[src/rtl/branch_predictor_table.sv]
// Table of per-entry branch-direction counters with a registered lookup port,
// an update port and a clear sweep. Optional stats counters under BPT_STATS_EN.

module bpt_entry #(
    parameter int              CTR_W = 2,
    parameter logic [CTR_W-1:0] INIT = '0
) (
    input  logic             clk,
    input  logic             rst_n,
    input  logic             wr_en,
    input  logic [CTR_W-1:0] wr_data,
    output logic [CTR_W-1:0] state
);
    always_ff @(posedge clk or negedge rst_n) begin
        if (!rst_n)     state <= INIT;
        else if (wr_en) state <= wr_data;
    end
endmodule

module branch_predictor_table #(
    parameter int ENTRIES  = 64,
    parameter int INDEX_W  = $clog2(ENTRIES),
    parameter int CTR_W    = 2,
    parameter int MODIFIED = 1
) (
    input  logic               clk,
    input  logic               rst_n,
    input  logic               lookup_valid,
    input  logic [INDEX_W-1:0] lookup_index,
    output logic               pred_valid,
    output logic               pred_taken,
    output logic [CTR_W-1:0]   pred_state,
    input  logic               update_valid,
    input  logic [INDEX_W-1:0] update_index,
    input  logic               update_taken,
    input  logic               clear_req,
    output logic               busy
`ifdef BPT_STATS_EN
    ,
    output logic [15:0]        stat_updates,
    output logic [15:0]        stat_flips
`endif
);
    localparam logic [CTR_W-1:0]   CTR_MAX  = '1;
    localparam logic [CTR_W-1:0]   CTR_HALF = {1'b1, {(CTR_W-1){1'b0}}};
    localparam logic [CTR_W-1:0]   CTR_INIT = {1'b0, {(CTR_W-1){1'b1}}};
    localparam logic [INDEX_W-1:0] LAST_IDX = INDEX_W'(ENTRIES - 1);

    typedef enum logic {IDLE, CLEAR} state_t;

    state_t                          fsm;
    logic [INDEX_W-1:0]              ptr;
    logic [ENTRIES-1:0][CTR_W-1:0]   ctr_q;
    logic [ENTRIES-1:0]              wr_en;
    logic [CTR_W-1:0]                wr_data;
    logic [CTR_W-1:0]                upd_cur, upd_nxt, lk_data;
    logic                            upd_wr, lk_acc, clr_wr;

    function automatic logic [CTR_W-1:0] next_ctr(input logic [CTR_W-1:0] c, input logic taken);
        logic [CTR_W-1:0] n;
        if (MODIFIED != 0) begin
            if (taken) n = (c == '0) ? CTR_HALF : CTR_MAX;
            else       n = (c == CTR_MAX) ? CTR_INIT : '0;
        end else begin
            if (taken) n = (c == CTR_MAX) ? c : c + 1'b1;
            else       n = (c == '0) ? c : c - 1'b1;
        end
        return n;
    endfunction

    assign clr_wr  = (fsm == CLEAR);
    assign upd_wr  = update_valid && (fsm == IDLE);
    assign lk_acc  = lookup_valid && (fsm == IDLE);
    assign upd_cur = ctr_q[update_index];
    assign upd_nxt = next_ctr(upd_cur, update_taken);
    assign wr_data = clr_wr ? CTR_INIT : upd_nxt;
    // Write-through: a same-index update in this cycle is visible to the lookup.
    assign lk_data = (upd_wr && (update_index == lookup_index)) ? upd_nxt : ctr_q[lookup_index];

    for (genvar i = 0; i < ENTRIES; i++) begin : g_entry
        assign wr_en[i] = (clr_wr && (ptr == INDEX_W'(i))) ||
                          (upd_wr && (update_index == INDEX_W'(i)));
        bpt_entry #(.CTR_W(CTR_W), .INIT(CTR_INIT)) u_entry (
            .clk     (clk),
            .rst_n   (rst_n),
            .wr_en   (wr_en[i]),
            .wr_data (wr_data),
            .state   (ctr_q[i])
        );
    end

    always_ff @(posedge clk or negedge rst_n) begin
        if (!rst_n) begin
            fsm  <= IDLE;
            ptr  <= '0;
            busy <= 1'b0;
        end else begin
            case (fsm)
                IDLE: begin
                    if (clear_req) begin
                        fsm  <= CLEAR;
                        ptr  <= '0;
                        busy <= 1'b1;
                    end
                end
                CLEAR: begin
                    if (ptr == LAST_IDX) begin
                        fsm  <= IDLE;
                        ptr  <= '0;
                        busy <= 1'b0;
                    end else begin
                        ptr <= ptr + 1'b1;
                    end
                end
                default: fsm <= IDLE;
            endcase
        end
    end

    always_ff @(posedge clk or negedge rst_n) begin
        if (!rst_n) begin
            pred_valid <= 1'b0;
            pred_taken <= 1'b0;
            pred_state <= CTR_INIT;
        end else begin
            pred_valid <= lk_acc;
            if (lk_acc) begin
                pred_state <= lk_data;
                pred_taken <= lk_data[CTR_W-1];
            end
        end
    end

`ifdef BPT_STATS_EN
    always_ff @(posedge clk or negedge rst_n) begin
        if (!rst_n) begin
            stat_updates <= '0;
            stat_flips   <= '0;
        end else if (upd_wr) begin
            if (stat_updates != 16'hFFFF) stat_updates <= stat_updates + 16'd1;
            if ((upd_nxt[CTR_W-1] != upd_cur[CTR_W-1]) && (stat_flips != 16'hFFFF))
                stat_flips <= stat_flips + 16'd1;
        end
    end
`endif

endmodule
[config.mk]
export PLATFORM = sky130hd
export DESIGN_NAME = branch_predictor_table
export DESIGN_NICKNAME = d
export VERILOG_FILES = /design/src/rtl/branch_predictor_table.sv
export SDC_FILE = /design/constraint.sdc
export NUM_CORES = 1
export LEC_CHECK = 0
export CORE_AREA = 2 2 125 127
export DETAILED_ROUTE_END_ITERATION = 10
export DIE_AREA = 0 0 127 129
export PLACE_DENSITY = 0.78
export SETUP_SLACK_MARGIN = 0.3
export SLEW_MARGIN = 20
export SYNTH_ARGS = -nofsm -noshare
export SYNTH_HDL_FRONTEND = slang
export SYNTH_SLANG_ARGS = --single-unit
[constraint.sdc]
create_clock -name clk -period 1.9 [get_ports clk]
set_input_delay 0.38 -clock clk [delete_from_list [all_inputs] [get_ports clk]]
set_output_delay 0.38 -clock clk [all_outputs]
set_load 0.02 [all_outputs]
==> results by group <==
Layout
  – Final nets: 988
  – Fillers: just under 700
  – Multi-input logic area: about 5700 um2
  – Most common cell after layout, fill and taps aside: buf_4
  – Register area: approximately 3600 um2
  – Ant diodes: 0
  – Synth-to-layout area growth: 46.42%
  – Final std cells w/o fill: approximately 1.2k
  – Commonest cells after routing, fill and taps aside: buf_4, nor2_1, mux4_2
  – Layout cells sized above 1: 0.5312

Pwr
  – Psw: approximately 0.0043 W
  – Leakage: between 5 and 6 nW
  – Worst vdd ir: around 0.85 mV
  – Comb pwr share: 0.344
  – Clock share of power: 0.298
  – PD cells: about 980 nW/um2
  – Internal: roughly 0.008 W
  – Switch share: 0.3557
  – Sequential Power Share: 0.359

Critical path
  – Cells along the critical path: mux4_2 -> a22oi_2 -> a211oi_1 -> nor4_1 -> maj3_2 -> buf_12 -> clkbuf_16 -> o21ai_1
  – WP data arrival: 2.85 ns
  – Cell family with most CP delay: multiplexers
  – Count of buffer and inverter cells on the critical path: 2
  – CP Data Required Time: ~2.3 ns
  – Slowest CP cell: mux4_2
  – Startpoint Class: register
  – Worst Path Max Fanout: 13
  – Crit path kind: reg -> reg
  – Worst setup EP type: register
  – Slowest cell delay on critical path: ~0.6 ns

Run status
  – Failing checks: negative setup slack
  – Outcome: complete, but fails checks

CTS
  – Clk sink count: around 140
  – CTS H-tree lvls: 4
  – Worst-Skew Late Latency: around 0.45 ns
  – Worst-path clk slew: around 0.060 ns
  – Worst-case clock buffer depth: 2
  – CTS buffer count: 17
  – Root buf cell: clkbuf_16
  – CTS tree: built

STA
  – Final Cycle Share: 1.309
  – Slew margin rel.: 0.5608
  – Endpoints failing hold: 0
  – Clock Skew: between 0.008 and 0.009 ns
  – Min Tclk post-route: about 2.5 ns
  – Achievable frequency: 402.0 MHz
  – Worst slew pin tran: between 0.6 and 0.7 ns
  – Setup tns final: -35.00 ns
  – Worst Setup Slack, final: -0.5876 ns
  – Unrepaired setup endpoints after global routing: yes
  – Setup violations, final: 66
  – Final max-slew violation count: 0

Yosys
  – Primary FF master, synth: dfrtp_1
  – Yosys reg bits: between 100 and 150
  – Synthesized area per cell: 10.49 um2
  – Post-synth EDFFs: 0
  – Mapped cell area: about 8400 um2
  – Yosys warning count: 0
  – Post-Synthesis Cells: about 800
  – Post-synth ARST share: 1.000
  – Seq/Total Area, Yosys: 0.4231
  – Syn Nets: between 800 and 900
  – Distinct cells, synth: 39

Floorplan
  – Die Span Y: 129 um
  – Die area: approximately 16000 um2
  – Core Area: approximately 15000 um2
  – Initial Utilization: 0.5617
  – Die width: between 100 and 150 um
  – # IOs: 23
  – Rows: 45

Global routing
  – Initial antenna violation count: 0
  – Vias in the first global route: 7958
  – GRT overflow: 0
  – Tot GR Track Use: 0.3705
  – Global-route wire length before repair: about 45 mm
  – Largest net degree at the start of global routing: 44

Placement
  – Placed cell count: roughly 1.1k
  – Port Buffers: 22
  – Pre-CTS setup slack: -0.8126 ns
  – GPL Wtd Cong: slightly above 0.9
  – Placed wire-length estimate: approximately 20 mm

Drt
  – Final antenna-violating net count: 0
  – DRC: 0
  – Post-Route WL: around 36 mm
  – WL/cell: about 30 um
  – DR pass1 iterations: 8
  – Via-to-Cell Ratio: approximately 7.7
  – Starting DRT DRC Count: around 1.4k
  – Via count: around 9.0k

Job
  – MaxCap Viol Count: 0

Hold path
  – Min-Delay Path Class: in -> async
## Yosys cell counts, types with 5 or more instances
master,count,area (um2)
nor3_1,7,35.03
buf_2,9,45.04
clkbuf_1,37,138.9
nand3b_1,40,300.3
xor2_1,5,43.79
inv_1,6,22.52
mux4_2,73,1644
a22oi_1,16,120.1
a21oi_1,7,35.03
o21ai_1,39,195.2
nand2b_1,8,50.05
nor2_1,80,300.3
buf_4,10,75.07
nand2_1,92,345.3
o211ai_1,28,210.2
o21ai_0,96,480.5
buf_1,5,18.77
dfstp_2,65,1708
o31ai_1,65,488.0
nor2b_1,6,37.54
dfrtp_1,74,1852
## repair_timing
action / in CTS / in global routing
hold buffers: 1 / 0
buffers inserted: 5 / 26
pin swaps: 2 / 52
endpoints found under the setup margin: 137 / 130
resized for setup: 44 / 263
gates cloned: 2 / 9
endpoints found under the hold margin: 18 / 0
## stage by stage
stage | power, W | utilization | hold slack, ns | instance area (um2)
after CTS | 0.01107 | 0.7128 | 0.4296 | 10680
after global placement | 0.007237 | 0.6579 | 0.3188 | 9853
after global routing | 0.01237 | 0.8225 | 0.4539 | 12320
final | 0.01211 | 0.8225 | 0.4151 | 12320
after detailed placement | 0.007375 | 0.6579 | 0.3258 | 9853
after floorplan | 0.005996 | - | 0.08441 | 8573
## cell type report
class                   instances  share of cell area
clock buffers                  20             0.03789
repair buffers                207              0.1731
multi-input cells             595              0.4649
well taps                     188             0.01910
inverters                       6            0.002438
flip-flops and latches        139              0.2894
clock inverters                12             0.01320
## sequential cells by signal, summed over array words and instances, names as in the netlist
signal / flops
busy: 1
clr_wr: 1
g_entry.u_entry.state: 128
pred_state: 1
pred_taken: 1
pred_valid: 1
ptr: 6
## worst paths after layout
kind / start / end / slack, ns / cells past startpoint
max: g_entry[6].u_entry.state[1]$_DFFE_PN0P_ / g_entry[57].u_entry.state[0]$_DFFE_PN1P_ / -0.59 / 8
min: rst_n / g_entry[3].u_entry.state[1]$_DFFE_PN0P_ / 0.42 / 2
max reg2reg: g_entry[6].u_entry.state[1]$_DFFE_PN0P_ / g_entry[57].u_entry.state[0]$_DFFE_PN1P_ / -0.59 / 8
min reg2reg: busy$_DFFE_PN0P_ / busy$_DFFE_PN0P_ / 0.54 / 2
max in group asynchronous: rst_n / g_entry[13].u_entry.state[0]$_DFFE_PN1P_ / 0.80 / 3
min in group clk: busy$_DFFE_PN0P_ / busy$_DFFE_PN0P_ / 0.54 / 2
## per-layer routing
| metal | global-route usage | vias up | share of wire |
|---|---|---|---|
| li1 | - | 3395 | - |
| met1 | 0.4707 | 4292 | 0.32 |
| met2 | 0.5806 | 951 | 0.44 |
| met3 | 0.09480 | 325 | 0.14 |
| met4 | 0.2198 | 0 | 0.095 |
| met5 | 0 | - | 0 |
## power by group through the flow
stage	combinational [W]	clock, W	sequential [W]
after global placement	0.00303	0	0.00420
after detailed placement	0.00312	0	0.00426
after floorplan	0.00188	0	0.00412
final	0.00416	0.00361	0.00434
after CTS	0.00326	0.00357	0.00424
after global routing	0.00426	0.00372	0.00439
## kinds of logic (layout without fill, tap and decap cells)
| group | after synthesis | after routing | share of synthesized area |
|---|---|---|---|
| and+or+nand+nor | 249 | 251 | 0.1398 |
| buffers and inverters | 70 | 245 | 0.03822 |
| xor gates and xnor gates | 9 | 9 | 0.009369 |
| muxes | 73 | 73 | 0.1954 |
| adders and majority gates | 5 | 5 | 0.007287 |
| DFF | 139 | 139 | 0.4231 |
| AOI/OAI and AO/OA | 257 | 257 | 0.1868 |
## worst register-to-register path, cell delays in order (launching register included)
cell,delay [ns]
dfrtp_1,0.43
mux4_2,0.61
a22oi_2,0.20
a211oi_1,0.12
nor4_1,0.27
maj3_2,0.32
buf_12,0.15
clkbuf_16,0.19
o21ai_1,0.10
(Power assumes the default switching activity.)
